$ cat config.mk
export PLATFORM = sky130hd
export DESIGN_NAME = i2s_tx
export DESIGN_NICKNAME = d
export VERILOG_FILES = /design/src/rtl/i2s_pkg.sv /design/src/rtl/i2s_clkgen.sv /design/src/rtl/i2s_tx.sv
export SDC_FILE = /design/constraint.sdc
export NUM_CORES = 1
export LEC_CHECK = 0
export CELL_PAD_IN_SITES_DETAIL_PLACEMENT = 1
export CELL_PAD_IN_SITES_GLOBAL_PLACEMENT = 2
export CORE_ASPECT_RATIO = 0.6
export CORE_UTILIZATION = 30
export DETAILED_ROUTE_END_ITERATION = 10
export PLACE_DENSITY = 0.83
export REMOVE_ABC_BUFFERS = 1
export SYNTH_ARGS = -nofsm -noshare
export SYNTH_HDL_FRONTEND = slang
export SYNTH_SLANG_ARGS = --single-unit
$ cat constraint.sdc
create_clock -name clock -period 4.1 [get_ports clock]
set_input_delay 0.82 -clock clock [delete_from_list [all_inputs] [get_ports clock]]
set_output_delay 0.82 -clock clock [all_outputs]
set_load 0.01 [all_outputs]
$ cat src/rtl/i2s_pkg.sv
// Shared constants and the mixer-to-I2S sample conversion for the +3 audio path.
package i2s_pkg;

   localparam int          I2S_WORD_BITS   = 16;
   localparam int          I2S_FRAME_SLOTS = 32;
   localparam int          I2S_SLOT_BITS   = 5;
   localparam logic [15:0] I2S_MIDSCALE    = 16'h8000;

   // Unsigned 15-bit mixer level to 16-bit two's complement, midscale maps to zero.
   function automatic logic [I2S_WORD_BITS-1:0] to_i2s_word(input logic [14:0] level);
      return {level, 1'b0} ^ I2S_MIDSCALE;
   endfunction

endpackage

$ cat src/rtl/i2s_clkgen.sv
// Bit-clock generator: divides the system clock into sclk and flags each sclk falling edge.
module i2s_clkgen #(
   parameter int SCLK_DIV = 8
) (
   input  logic clock,
   input  logic reset,
   output logic sclk,
   output logic fall
);

   logic [7:0] count_q, count_d;
   logic       sclk_q, sclk_d;
   logic       terminal;

   always_comb begin
      terminal = (count_q == 8'(SCLK_DIV - 1));
      count_d  = terminal ? 8'd0 : count_q + 8'd1;
      sclk_d   = terminal ? ~sclk_q : sclk_q;
   end

   always_ff @(posedge clock or posedge reset) begin
      if (reset) begin
         count_q <= 8'd0;
         sclk_q  <= 1'b0;
      end else begin
         count_q <= count_d;
         sclk_q  <= sclk_d;
      end
   end

   // Combinational so the transmitter updates on the very edge where sclk drops.
   assign fall = terminal & sclk_q;
   assign sclk = sclk_q;

endmodule

$ cat src/rtl/i2s_tx.sv
// Philips I2S transmitter: latches a stereo pair once per frame and shifts it out MSB first.
module i2s_tx
   import i2s_pkg::*;
#(
   parameter int SCLK_DIV = 8
) (
   input  logic        clock,
   input  logic        reset,
   input  logic [14:0] left,
   input  logic [14:0] right,
   input  logic        mute,
   output logic        sclk,
   output logic        lrck,
   output logic        sdata,
   output logic        sample
);

   if (SCLK_DIV < 2 || SCLK_DIV > 255) begin : g_bad_div
      $error("i2s_tx: SCLK_DIV must be within 2..255");
   end

   logic                     fall;
   logic [I2S_SLOT_BITS-1:0] slot_q, slot_d;
   logic [31:0]              shift_q, shift_d;
   logic                     lrck_q, lrck_d;
   logic                     sdata_q, sdata_d;
   logic                     sample_q, sample_d;
   logic [15:0]              word_l, word_r;

   i2s_clkgen #(.SCLK_DIV(SCLK_DIV)) u_clkgen (
      .clock (clock),
      .reset (reset),
      .sclk  (sclk),
      .fall  (fall)
   );

   always_comb begin
      word_l   = mute ? 16'h0000 : to_i2s_word(left);
      word_r   = mute ? 16'h0000 : to_i2s_word(right);
      slot_d   = slot_q;
      shift_d  = shift_q;
      lrck_d   = lrck_q;
      sdata_d  = sdata_q;
      sample_d = 1'b0;
      if (fall) begin
         slot_d = slot_q + 5'd1;
         if (slot_d == 5'd0) begin
            shift_d  = {word_l, word_r};
            sample_d = 1'b1;
         end else begin
            shift_d = {shift_q[30:0], 1'b0};
         end
         sdata_d = shift_d[31];
         // Word select leads the data by one bit, as Philips I2S requires.
         lrck_d  = (slot_d >= 5'd15) && (slot_d <= 5'd30);
      end
   end

   always_ff @(posedge clock or posedge reset) begin
      if (reset) begin
         slot_q   <= 5'd31;
         shift_q  <= 32'd0;
         lrck_q   <= 1'b0;
         sdata_q  <= 1'b0;
         sample_q <= 1'b0;
      end else begin
         slot_q   <= slot_d;
         shift_q  <= shift_d;
         lrck_q   <= lrck_d;
         sdata_q  <= sdata_d;
         sample_q <= sample_d;
      end
   end

   assign lrck   = lrck_q;
   assign sdata  = sdata_q;
   assign sample = sample_q;

endmodule

==> impl_metrics.csv, run 1 <==
group,metric,value,unit
status,status,"finished clean",
pwr,leakage,1.14,nW
final_layout,layout-drive-gt1-share,10.6,%
sta,whs,462,ps
global_routing,grt_max_degree,48,
clock_tree,cts_buffer_depth,2,
drt,drc_errors,0,
pwr,switching_power,204,uW
clock_tree,clkSlewWorstSetupHoldPaths,70,ps
sta,fin_skew,3.60,ps
sta,period_needed,2780,ps
final_layout,ff_latch_area,1180,um^2
pwr,p_int,795,uW
sta,rsz0062_at_grt,"no",
floorplanning,dieArea,9100,um^2
floorplanning,rows,25,
drt,drt-vias-per-instance,5.68,
floorplanning,ios,37,
drt,routed_wl,7250,um
hold_path,worstHoldPathType,"reg -> reg",
logic_synthesis,synthFlopType,"dfrtp_1",
worst_setup_path,path_max_fanout,17,
worst_setup_path,crit_type,"reg -> reg",
logic_synthesis,synth_xor_area_share,4.02,%
worst_setup_path,crit_path_end_kind,"flip-flop",
placed_design,dp_cells,392,
logic_synthesis,synthAdderAreaFrac,2.39,%
drt,vias,2270,
logic_synthesis,ys_ff_latch,47,
logic_synthesis,synth_simple_gate_area_share,13.4,%
drt,drt_iter0_drc,191,
pwr,p_sw_share,20.4,%
clock_tree,worst_skew_pair.late_latency,290,ps
pwr,p_seq_share,46.5,%
drt,wire_per_inst,18.1,um
logic_synthesis,syn_avg_cell_area,9.57,um^2
global_routing,antenna_found_initial,0,
pwr,power,998,uW
sta,fin_setup_tns,0,ps
logic_synthesis,synth_compound_area_share,29.0,%
global_routing,grtUsageTotal,17.5,%
logic_synthesis,synth_async_sr_flop_share,100,%
logic_synthesis,synth_top_family_by_area,"compound AO/OA/AOI/OAI gates",
drt,antenna_left,0,
pwr,power.share.clock,48.7,%
final_layout,nNetsFinal,329,
placed_design,dp_hpwl,4770,um
logic_synthesis,yosysUniqueCellTypes,41,
sta,finalSetupViolCount,0,
final_layout,area_delta_synth_final,22.8,%
logic_synthesis,netlist_area,2610,um^2
pwr,vdd_drop_max,0.122,mV
clock_tree,htree_num_levels,2,
logic_synthesis,synth_edf_count,0,
drt,first_pass_iters,4,
final_layout,antennaDiodeCount,0,
logic_synthesis,yosys-mux-area-fraction,0,%
floorplanning,start_util,32.0,%
job,maxCapViolations,0,
global_routing,first_global_vias,2272,
placed_design,portBuffers,36,
global_routing,grt_pass1_wl,12300,um
clock_tree,ctsHoldBuffers,0,
clock_tree,cts_buffers,5,
final_layout,n_fill_cell,918,
worst_setup_path,start_kind,"flip-flop",
floorplanning,dieHeight,74.3,um
sta,max_slew.worst_pin.slew,1040,ps
sta,hold_violations,0,
clock_tree,clock-sinks,47,
clock_tree,cts_root_buf,"clkbuf_16",
pwr,powerDensity,311,nW/um^2
global_routing,grt-ovfl-total,0,
sta,max_freq,360,MHz
clock_tree,cts_setup_buffers,0,
clock_tree,cts_tree,"yes",
floorplanning,core,8160,um^2
final_layout,multiInputGateArea,1290,um^2
logic_synthesis,syn_inst,273,
sta,relSlewSlack,30.5,%
floorplanning,dieWidth,123,um
final_layout,fin_cells,400,
placed_design,place_congestion,0.766,
logic_synthesis,ys_seq_area_share,45.2,%
logic_synthesis,ys_warn_count,0,
pwr,comb_power_share,4.8,%
sta,slew_viol_final,0,
clock_tree,cts_resized,0,
worst_setup_path,arrival,2980,ps
worst_setup_path,required,4300,ps
sta,period_share,67.8,%
## cells in the final DEF (no fill, tap or decap), types with 2 or more instances in the layout
master	instances
nand4_1	3
nor2b_1	2
o211ai_1	31
or3b_2	2
a21oi_1	2
nand2b_1	2
o21ai_0	2
clkdlybuf4s50_1	36
xnor2_1	10
nor2_1	36
and3_1	2
inv_2	2
nand2_1	6
dfstp_2	5
ha_1	5
xor2_1	2
inv_1	3
o2111ai_1	27
clkbuf_16	5
dfrtp_1	42
a31oi_1	29
buf_4	7
nand3_1	8
## power by group through the flow
stage          Sequential, mW  Clock [mW]  Combinational [mW]
2_1_floorplan           0.472           0              0.0105
3_3_place_gp            0.472           0              0.0495
3_5_place_dp            0.472           0              0.0490
4_1_cts                 0.464       0.496              0.0494
5_1_grt                 0.463       0.515              0.0523
6_report                0.464       0.486              0.0484
## cells in the mapped netlist, types with 2 or more instances
| cell | number | area [um^2] |
|---|---|---|
| o2111ai_1 | 27 | 236 |
| a21oi_1 | 3 | 15.0 |
| clkbuf_1 | 19 | 71.3 |
| nand2_1 | 6 | 22.5 |
| nor2b_1 | 2 | 12.5 |
| ha_1 | 5 | 62.6 |
| dfrtp_1 | 42 | 1050 |
| or3b_2 | 2 | 17.5 |
| inv_1 | 4 | 15.0 |
| dfstp_2 | 5 | 131 |
| xnor2_1 | 10 | 87.6 |
| nor4_1 | 2 | 12.5 |
| nand2b_1 | 2 | 12.5 |
| buf_2 | 12 | 60.1 |
| o211ai_1 | 31 | 233 |
| xor2_1 | 2 | 17.5 |
| nor2_1 | 36 | 135 |
| nand4_1 | 3 | 18.8 |
| nand3_1 | 8 | 40.0 |
| a31oi_1 | 29 | 181 |
| and3_1 | 2 | 12.5 |
| o21ai_0 | 2 | 10.0 |
## final cells by class
cell class | instances | area share, %
Clock buffer | 6 | 4.33
Clock inverter | 2 | 1.09
Inverter | 5 | 0.585
Multi-Input combinational cell | 189 | 40.1
Sequential cell | 47 | 36.8
Tap cell | 108 | 4.21
Timing Repair Buffer | 43 | 12.9
## routing by layer
metal | GRT usage, % | up-vias | wire length (um)
li1 | - | 1101 | -
met2 | 25.2 | 54 | 2980
met1 | 26.5 | 1106 | 3860
met3 | 3.37 | 9 | 330
met4 | 4.88 | 0 | 85
met5 | 0 | - | 0
## cell families after synthesis
group	count (synthesis)
AOI/OAI and AO/OA	102
and+or+nand+nor	70
DFF	47
buffers and inverters	37
xor gates and xnor gates	12
adders and majority gates	5
## critical path, stage by stage, from the launching register on
cell and delay, ps:
dfstp_2 650, ha_1 460, and2_1 220, a21boi_2 620
buf_4 340, o2111ai_1 150, a31oi_1 250
## final timing paths
kind                       cells past startpoint                           from                            end  slack (ps)
min in group asynchronous                      2                          reset        shift_q[27]$_DFFE_PP0P_        1100
min reg2reg                                    1  u_clkgen.count_q[0]$_DFF_PP0_  u_clkgen.count_q[0]$_DFF_PP0_         460
min                                            1  u_clkgen.count_q[0]$_DFF_PP0_  u_clkgen.count_q[0]$_DFF_PP0_         460
max                                            6          slot_q[1]$_DFFE_PP1P_        shift_q[17]$_DFFE_PP0P_        1320
max in group asynchronous                      2                          reset  u_clkgen.count_q[5]$_DFF_PP0_        2350
max reg2reg                                    6          slot_q[1]$_DFFE_PP1P_        shift_q[17]$_DFFE_PP0P_        1320
## state kept, by name (all words and copies together) (netlist names)
signal            cells
slot_q                5
shift_q              30
sample                1
u_clkgen.count_q      8
lrck                  1
sdata                 1
u_clkgen.sclk         1
## stage by stage
stage	utilization [%]	setup WS (ps)	cell area (um^2)
finish	39.3	1320	3210
global route	39.3	1090	3210
CTS	39.3	1330	3210
detailed placement	37.2	1350	3040
global placement	37.2	1540	3040
floorplan	-	261	2470
Power figures use the tool's default switching activity.
==> inputs of run 2 (changes only) <==
==> constraint.sdc (replaced) <==
create_clock -name clock -period 2.79 [get_ports clock]
set_input_delay 0.558 -clock clock [delete_from_list [all_inputs] [get_ports clock]]
set_output_delay 0.558 -clock clock [all_outputs]
set_load 0.01 [all_outputs]
==> impl_metrics.csv, run 2 (synthesis gave the netlist of run 1 again) <==
group,metric,value,unit
worst_setup_path,start_kind,"flip-flop",
clock_tree,cts_buffer_depth,2,
clock_tree,cts_tree,"yes",
pwr,switching_power,290,uW
sta,max_slew.worst_pin.slew,697,ps
placed_design,dp_cells,394,
clock_tree,clock-sinks,47,
sta,period_needed,2360,ps
drt,vias,2324,
drt,drt-vias-per-instance,5.78,
final_layout,layout-drive-gt1-share,10.9,%
worst_setup_path,required,3000,ps
floorplanning,start_util,32.0,%
final_layout,mostFrequentLayoutCell,"dfrtp_1",
global_routing,grt-ovfl-total,0,
worst_setup_path,path_max_fanout,29,
final_layout,layout_common_cells,"dfrtp_1 (42), nor2_1 (36), clkdlybuf4s50_1 (36), o211ai_1 (31), a31oi_1 (29)",
floorplanning,dieArea,9100,um^2
final_layout,largest_reg_flops,30,
placed_design,place_congestion,0.828,
sta,finalSetupViolCount,0,
global_routing,grtUsageTotal,17.9,%
pwr,power,1.37,mW
pwr,p_sw_share,21.1,%
sta,max_freq,423,MHz
pwr,powerDensity,426,nW/um^2
final_layout,reg.largest.list,"shift_q x30, u_clkgen.count_q x8, slot_q x5",
clock_tree,cts_root_buf,"clkbuf_16",
final_layout,antennaDiodeCount,0,
drt,drc_errors,0,
final_layout,regMostFlops,"shift_q",
clock_tree,worst_skew_pair.late_latency,290,ps
worst_setup_path,reg2reg_depth,6,
pwr,leakage,1.14,nW
floorplanning,core,8160,um^2
drt,first_pass_iters,5,
global_routing,grt_pass1_wl,12500,um
drt,wire_per_inst,18.8,um
hold_path,worstHoldPathType,"reg -> reg",
placed_design,dp_slack,454,ps
status,status,"finished clean",
pwr,p_int,1.08,mW
sta,setup_ws,427,ps
drt,drt_iter0_drc,224,
global_routing,antenna_found_initial,0,
final_layout,area_delta_synth_final,22.9,%
worst_setup_path,arrival,2570,ps
global_routing,first_global_vias,2373,
pwr,vdd_drop_max,0.184,mV
placed_design,dp_hpwl,4790,um
floorplanning,ios,37,
pwr,comb_power_share,5.4,%
floorplanning,rows,25,
floorplanning,dieWidth,123,um
hold_path,whs_path_depth,1,
sta,relSlewSlack,53.5,%
worst_setup_path,crit_path_end_kind,"flip-flop",
clock_tree,cts_resized,0,
drt,antenna_left,0,
clock_tree,cts_setup_buffers,0,
sta,hold_violations,0,
sta,slew_viol_final,0,
worst_setup_path,crit_type,"reg -> reg",
pwr,p_seq_share,49.8,%
floorplanning,dieHeight,74.3,um
clock_tree,cts_buffers,5,
global_routing,grt_max_degree,70,
final_layout,nNetsFinal,331,
sta,rsz0062_at_grt,"no",
sta,period_share,84.7,%
placed_design,portBuffers,36,
clock_tree,htree_num_levels,2,
final_layout,fin_cells,402,
job,maxCapViolations,0,
pwr,power.share.clock,44.8,%
sta,fin_skew,5.06,ps
clock_tree,ctsHoldBuffers,0,
clock_tree,clkSlewWorstSetupHoldPaths,60,ps
drt,routed_wl,7560,um
[run 2: changes by cell type in the layout (fill, tap and decap cells not counted), sizes merged]
cell / previous run / this run
buf: 7 / 9
clkbuf: 6 / 7
bufinv: 1 / 0
[run 2: cell type report]
| cell class | instances | area (um^2) |
|---|---|---|
| clock buffers | 7 | 143 |
| repair buffers | 45 | 440 |
| flip-flops and latches | 47 | 1180 |
| inverters | 5 | 18.8 |
| multi-input cells | 189 | 1290 |
| fillers | 909 | 4950 |
| well taps | 108 | 135 |
| clock inverters | 1 | 5.00 |
[run 2: power by group through the flow]
stage                     clock network [mW]  registers, mW  logic (mW)
after floorplan                            0          0.694      0.0154
after global placement                     0          0.694      0.0762
after detailed placement                   0          0.694      0.0751
after CTS                              0.636          0.681      0.0761
after global routing                   0.663          0.681      0.0804
final                                  0.613          0.682      0.0744
[run 2: final timing paths]
check                                         startpoint  slack [ps]                       endpoint
min in group asynchronous                          reset         600        shift_q[24]$_DFFE_PP0P_
hold / removal             u_clkgen.count_q[0]$_DFF_PP0_         450  u_clkgen.count_q[0]$_DFF_PP0_
hold reg to reg            u_clkgen.count_q[0]$_DFF_PP0_         450  u_clkgen.count_q[0]$_DFF_PP0_
setup / recovery                   slot_q[1]$_DFFE_PP1P_         430         shift_q[2]$_DFFE_PP0P_
setup reg to reg                   slot_q[1]$_DFFE_PP1P_         430         shift_q[2]$_DFFE_PP0P_
max in group asynchronous                          reset        1550          slot_q[2]$_DFFE_PP1P_
[run 2: critical path: stages, from the launching register on]
cell       delay [ps]
dfstp_2           650
ha_1              450
and2_1            230
a21boi_2          200
buf_4             350
o2111ai_1         180
a31oi_1           220
[run 2: routing by layer]
layer,vias to the layer above,global-route usage (%),part of all wire [%]
met5,-,0,0
met4,0,5.28,0.90
li1,1089,-,-
met2,54,26.8,43
met1,1174,26.4,52
met3,7,3.22,4.3
[run 2: stage by stage]
stage                     hold slack, ps  TNS, ps  area, um^2  util, %
after global placement               440        0        3060     37.5
after CTS                            459        0        3210     39.3
final                                454        0        3210     39.3
after global routing                 497        0        3210     39.3
after floorplan                      425   -22520        2470        -
after detailed placement             450        0        3060     37.5
==> inputs of run 3 (changes only) <==
==> constraint.sdc (replaced) <==
create_clock -name clock -period 2.5 [get_ports clock]
set_input_delay 0.5 -clock clock [delete_from_list [all_inputs] [get_ports clock]]
set_output_delay 0.5 -clock clock [all_outputs]
set_load 0.01 [all_outputs]
==> impl_metrics.csv, run 3 (synthesis gave the netlist of run 1 again) <==
group,metric,value,unit
drt,vias,2313,
sta,slew_viol_final,0,
clock_tree,clkSlewWorstSetupHoldPaths,70,ps
sta,fin_setup_tns,0,ps
worst_setup_path,r2r-start,"slot_q[1]$_DFFE_PP1P_",
floorplanning,dieWidth,123,um
global_routing,grt_max_degree,70,
placed_design,portBuffers,36,
status,status,"finished clean",
drt,drt_iter0_drc,192,
placed_design,dp_hpwl,4900,um
hold_path,whs_path_depth,1,
global_routing,antenna_found_initial,0,
floorplanning,rows,25,
sta,setup_ws,188,ps
clock_tree,worst_skew_pair.late_latency,290,ps
pwr,switching_power,333,uW
worst_setup_path,reg2reg_to,"shift_q[27]$_DFFE_PP0P_",
placed_design,place_congestion,0.736,
pwr,p_seq_share,44.4,%
clock_tree,clock-sinks,47,
worst_setup_path,reg2reg_slack,190,ps
final_layout,area_delta_synth_final,26.1,%
pwr,comb_power_share,4.8,%
floorplanning,ios,37,
final_layout,nNetsFinal,335,
pwr,p_int,1.38,mW
clock_tree,cts_setup_buffers,0,
sta,finalSetupViolCount,0,
sta,max_freq,432,MHz
drt,routed_wl,7600,um
final_layout,layout-drive-gt1-share,12.4,%
drt,first_pass_iters,4,
drt,antenna_left,0,
global_routing,grt_pass1_wl,12700,um
hold_path,min_to,"u_clkgen.count_q[0]$_DFF_PP0_",
clock_tree,cts_root_buf,"clkbuf_16",
drt,drc_errors,0,
global_routing,grt-ovfl-total,0,
final_layout,mostFrequentLayoutCell,"dfrtp_1",
final_layout,largest_reg_flops,30,
drt,wire_per_inst,18.7,um
final_layout,antennaDiodeCount,0,
floorplanning,core,8160,um^2
final_layout,regMostFlops,"shift_q",
global_routing,grtUsageTotal,18.3,%
global_routing,first_global_vias,2392,
job,maxCapViolations,0,
floorplanning,dieHeight,74.3,um
worst_setup_path,reg2reg_depth,5,
pwr,powerDensity,520,nW/um^2
worst_setup_path,arrival,2460,ps
sta,max_slew.worst_pin.slew,669,ps
placed_design,dp_slack,193,ps
pwr,power.share.clock,50.8,%
pwr,power,1.71,mW
final_layout,post-route-util,40.4,%
sta,fin_skew,3.34,ps
sta,rsz0062_at_grt,"no",
hold_path,hp-start,"u_clkgen.count_q[0]$_DFF_PP0_",
hold_path,worstHoldPathType,"reg -> reg",
sta,period_share,92.5,%
worst_setup_path,start_kind,"flip-flop",
final_layout,reg.largest.list,"shift_q x30, u_clkgen.count_q x8, slot_q x5",
worst_setup_path,crit_path_end_kind,"flip-flop",
clock_tree,cts_buffers,5,
clock_tree,cts_tree,"yes",
sta,period_needed,2310,ps
worst_setup_path,required,2650,ps
worst_setup_path,path_max_fanout,29,
pwr,p_sw_share,19.4,%
floorplanning,dieArea,9100,um^2
final_layout,layout_common_cells,"dfrtp_1 (42), nor2_1 (36), clkdlybuf4s50_1 (36), o211ai_1 (31), a31oi_1 (29)",
pwr,vdd_drop_max,0.329,mV
worst_setup_path,crit_type,"reg -> reg",
floorplanning,start_util,32.0,%
clock_tree,htree_num_levels,2,
sta,hold_violations,0,
sta,relSlewSlack,55.4,%
clock_tree,cts_buffer_depth,2,
pwr,leakage,1.17,nW
drt,drt-vias-per-instance,5.70,
## run 3: timing repair
action	CTS	global route
hold endpoints to repair	0	0
resized for setup	0	1
hold buffers	0	0
setup endpoints to repair	0	1
## run 3: metal layers
metal  up-vias  GRT usage (%)  share of wire, %
li1       1096              -                 -
met1      1155           26.3                51
met2        56           28.0                44
met3         6           3.76               4.8
met4         0           5.01              0.99
met5         -              0                 0
## run 3: worst max path at each step
stage	start	end	slack, ps	cells past startpoint
2_1_floorplan	slot_q[0]$_DFFE_PP1P_	shift_q[16]$_DFFE_PP0P_	-1340	4
3_3_place_gp	slot_q[0]$_DFFE_PP1P_	lrck$_DFFE_PP0P_	260	6
3_5_place_dp	slot_q[0]$_DFFE_PP1P_	shift_q[24]$_DFFE_PP0P_	190	5
4_1_cts	slot_q[1]$_DFFE_PP1P_	shift_q[27]$_DFFE_PP0P_	180	5
5_1_grt	slot_q[0]$_DFFE_PP1P_	shift_q[20]$_DFFE_PP0P_	40	7
6_report	slot_q[1]$_DFFE_PP1P_	shift_q[27]$_DFFE_PP0P_	190	5
## run 3: per-stage QoR
| stage | hold WS, ps | std cells | area (um^2) |
|---|---|---|---|
| 2_1_floorplan | 425 | 241 | 2470 |
| 3_3_place_gp | 444 | 398 | 3090 |
| 3_5_place_dp | 451 | 398 | 3090 |
| 4_1_cts | 460 | 406 | 3290 |
| 5_1_grt | 480 | 406 | 3300 |
| 6_report | 459 | 406 | 3300 |
## run 3: power by group through the flow
stage                     logic [mW]  registers (mW)  clock network (mW)
after floorplan               0.0172           0.775                   0
after global placement        0.0847           0.775                   0
after detailed placement      0.0832           0.775                   0
after CTS                     0.0841           0.760               0.893
after global routing          0.0887           0.760               0.926
final                         0.0825           0.761               0.871
## run 3: critical path, cell delays in order, from the launching register on
cell	delay [ps]
dfstp_2	540
buf_4	170
ha_1	240
or3b_2	760
o211ai_1	320
a31oi_1	130
## run 3: area by class of cell
class | count | area, um^2
clock inverter | 3 | 67.6
inverter | 5 | 18.8
multi-input combinational | 189 | 1300
timing repair buffer | 49 | 470
fill | 926 | 4870
clock buffer | 5 | 125
sequential | 47 | 1180
tap | 108 | 135
==> variant 1, RTL diff (config.mk and constraints of run 2) <==
Set the package constant `I2S_SLOT_BITS` to 7 (it was 5).
--- a/src/rtl/i2s_pkg.sv
+++ b/src/rtl/i2s_pkg.sv
@@ -4,5 +4,5 @@
    localparam int          I2S_WORD_BITS   = 16;
    localparam int          I2S_FRAME_SLOTS = 32;
-   localparam int          I2S_SLOT_BITS   = 5;
+   localparam int          I2S_SLOT_BITS   = 7;
    localparam logic [15:0] I2S_MIDSCALE    = 16'h8000;
 
Check against the original RTL: no difference found for any inputs over 10 cycles, from zero or initial values and one cycle with reset high; that may be too few to reach the edited logic, so the function may still have changed.
==> variant 1 against run 2 <==
- critical endpoint is now shift_q[19]
- combinational power is 17% higher
- worst hold slack worse by 2.9 ps
- design area is 3.2% lower
- total power is 12% higher
- clock power is 15% higher
- cell count is 11% lower
- setup slack worse by 200 ps
- synthesized area is 8.4% lower
- largest power group unchanged
- maximum frequency is 7.8% lower
- sequential share of layout area is 2.8 points higher
- wire length is 18% lower
- sequential cell count is 2 higher
==> variant 1: results <==
[outcome]
status = "completed"

[detailed_routing]
met2RoutedLength_um = 2640
postRouteWirelength_um = 6200
met1_length_um = 3150
wl_met3_um = 333
first_pass_iters = 4
drt_iter0_markers = 89

[global_route]
use_met3_pct = 3.71
gr-usage-met1_pct = 22.9
grtUsageTotal_pct = 15.5
grt_pass1_wl_um = 10100
met2_usage_pct = 22.3
grt_pass1_vias = 1910
grt_max_degree = 35

[synthesis]
synth_xor_area_share_pct = 4.75
synth_compound_area_share_pct = 16.5
synth.area.top_cells = "dfrtp_1 (46%), a221o_1 (11%), and3_1 (7.8%)"
synth.distinct_cells = 39
synth_fa_ha_area_share_pct = 2.61
yosys-top-cells-count = "dfrtp_1 (44), and3_1 (30), a221o_1 (27), nand2_1 (13), nand3_1 (12)"

[power_and_ir_drop]
vdd_ir_drop_max_mv = 0.197
internal_power_w = 0.00123
cellLeakagePower_nw = 1.40
seq_cell_power_w = 0.000739

[worst_setup_path]
crit_family = "compound AO/OA/AOI/OAI gates"
r2r-start = "slot_q[0]"
r2r_setup_slack_ps = 230
worstPathArrival_ps = 2730
rr_worst_depth = 8
timing.rr.end = "shift_q[19]"

[place]
dp.final_hpwl_um = 4270
gp_congestion = 0.757
place_area_um2 = 2900

[finish]
reg.largest.list = "shift_q: 30 flops, u_clkgen.count_q: 8 flops, slot_q: 7 flops"
final_nets = 291
layout-drive-gt1-share_pct = 13.8

[timing]
tightestPinTransition_ps = 1040
-- variant 1: cell count changes in the layout (fill, tap and decap cells not counted), moves of 3 or more --
cell / delta
a31oi_1: -29
nand2_1: +7
and3_1: +28
nand3_1: +4
o2111ai_1: -27
buf_4: +3
nor2_1: -29
o211ai_1: -29
a221o_1: +27
-- variant 1: per-stage QoR --
step	worst slack (ps)	utilization, %	hold WS [ps]	std cells	total power [W]
after floorplan	56.9	-	425	198	0.000777
after global placement	211	38.8	439	349	0.000840
after detailed placement	148	38.8	447	349	0.000841
after CTS	109	41.2	456	357	0.00156
after global routing	86.5	41.6	478	358	0.00159
final	228	41.6	452	358	0.00153
-- variant 1: area by class of cell --
class                   instances  area, µm²
fillers                       813       4370
flip-flops and latches         49       1230
multi-input cells             145       1110
repair buffers                 47        443
clock buffers                   6        139
well taps                     104        130
clock inverters                 2       37.5
inverters                       5       18.8
-- variant 1: timing repair --
item / in CTS / in global routing
endpoints found under the hold margin: 0 / 0
endpoints found under the setup margin: 0 / 27
gates resized for setup: 0 / 2
==> variant 2, RTL diff (flow settings as in run 2) <==
Made on the original files. Make the reset (`reset`) synchronous in 2 clocked blocks.
--- a/src/rtl/i2s_clkgen.sv
+++ b/src/rtl/i2s_clkgen.sv
@@ -19,5 +19,5 @@
    end
 
-   always_ff @(posedge clock or posedge reset) begin
+   always_ff @(posedge clock) begin
       if (reset) begin
          count_q <= 8'd0;
--- a/src/rtl/i2s_tx.sv
+++ b/src/rtl/i2s_tx.sv
@@ -57,5 +57,5 @@
    end
 
-   always_ff @(posedge clock or posedge reset) begin
+   always_ff @(posedge clock) begin
       if (reset) begin
          slot_q   <= 5'd31;
Function: differs if reset is asserted again (counterexample within 10 cycles, from zero or initial values and one cycle with reset high); with reset held inactive, the same outputs for 10 cycles.
==> variant 2 against run 2 <==
- design area down 11%
- via count down 13%
- largest power group unchanged
- wire length down 26%
- largest cell class unchanged
- maximum frequency down 0.89%
- synthesized area down 13%
- cell count unchanged
- setup slack worse by 21 ps
- sequential cell count unchanged
- total power down 3.9%
- global-route usage down 2.9 points
==> variant 2: results <==
[outcome]
status = "completed"

[global_route]
grt_pass1_vias = 2009
grt_max_degree = 56
antenna_found_initial = 0
grt_pass1_wl_um = 9510
met2_usage_pct = 22.1
gr-usage-met1_pct = 22.0
grtUsageTotal_pct = 15.1
use_met3_pct = 3.23

[synthesis]
yosys-top-cells-count = "dfxtp_1 (47), nand3_1 (41), nand2_1 (35), nand3b_1 (26), o211ai_1 (26)"
synth_xor_area_share_pct = 3.45
synth.area.top_cells = "dfxtp_1 (41%), nand3_1 (9.0%), nand3b_1 (8.6%)"
yosys_warnings = 0
synth.distinct_cells = 39
synth_fa_ha_area_share_pct = 2.74
synthMuxAreaShare_pct = 0
synth_compound_area_share_pct = 13.1
async_flop_share_pct = 0
seq_area_frac_synth_pct = 41.2
syn-mean-instance-area_um2 = 8.42

[detailed_routing]
top_layer = "met4"
met1_length_um = 3090
drt_iter0_markers = 68
met2RoutedLength_um = 2280
first_pass_iters = 4
postRouteWirelength_um = 5570
wire_per_inst_um = 13.8
viasPerCell = 5.00
wl_met3_um = 149

[place]
dp.final_hpwl_um = 3920
place_area_um2 = 2740
pre_cts_ws_ps = 465
dp.cells = 396
gp_congestion = 0.797
port-buffer-count = 36

[worst_setup_path]
critPathMaxFanout = 34
crit_path_max_incr_delay_ps = 520
crit_slowest_cell = "dfxtp_1"
worstPathArrival_ps = 2590
r2r_setup_slack_ps = 410
crit_family = "compound AO/OA/AOI/OAI gates"

[timing]
finalClockSkew_ps = 5.74
slew-limit-headroom_pct = 60.1
hold_ws_ps = 460

[finish]
layout-drive-gt1-share_pct = 7.05
top_register = "shift_q"
final_nets = 337
fill_cells = 865

[cts]
cts_max_level = 2
clkTransAtPathRegs_ps = 60
clk_latency_ps = 280
cts_resized = 0

[power_and_ir_drop]
internal_power_w = 0.00105
vdd_ir_drop_max_mv = 0.205
cellLeakagePower_nw = 0.976

[worst_hold_path]
hp-class = "flip-flop to flip-flop"
==> variant 2: cell types whose count changed in the layout (fill, tap and decap cells not counted), moves of 7 or more <==
cell,delta
dfrtp_1,-42
o2111ai_1,-27
a31oi_1,-28
nand3_1,+33
xnor2_1,-7
nand3b_1,+26
dfxtp_1,+47
nor2_1,-19
nand2_1,+29
==> variant 2: final timing paths <==
check | to | cells after the start | from
worst max-delay path | shift_q[1] | 6 | slot_q[1]
worst max register to register | shift_q[1] | 6 | slot_q[1]
worst min register to register | sdata | 2 | sdata
worst min-delay path | sdata | 2 | sdata
==> variant 2: power by group through the flow <==
stage | sequential [W] | combinational (W) | clock, W
finish | 0.000680 | 0.0000832 | 0.000553
global route | 0.000680 | 0.0000911 | 0.000597
CTS | 0.000680 | 0.0000844 | 0.000571
detailed placement | 0.000695 | 0.0000842 | 0
global placement | 0.000695 | 0.0000832 | 0
floorplan | 0.000693 | 0.0000199 | 0
==> variant 2: per-stage QoR <==
stage / power (W) / utilization [%]
2_1_floorplan: 0.000713 / -
3_3_place_gp: 0.000778 / 37.5
3_5_place_dp: 0.000779 / 37.5
4_1_cts: 0.00133 / 39.2
5_1_grt: 0.00137 / 39.2
6_report: 0.00132 / 39.2
==> variant 2: cell families (layout without fill, tap and decap cells) <==
kind of cell             after synthesis  after routing
AND/OR/NAND/NOR                      142            142
flip-flops                            47             47
AO/OA/AOI/OAI                         42             42
buffers and inverters                 26             53
XOR/XNOR                               9              9
adder cells (fa/ha/maj)                5              5
==> variant 2: layout make-up <==
cell class / instances / area, µm² / area share [%]
tap: 104 / 130 / 4.54
clock buffer: 6 / 129 / 4.50
inverter: 5 / 18.8 / 0.655
timing repair buffer: 42 / 418 / 14.6
multi-input combinational: 198 / 1230 / 42.9
sequential: 47 / 941 / 32.9
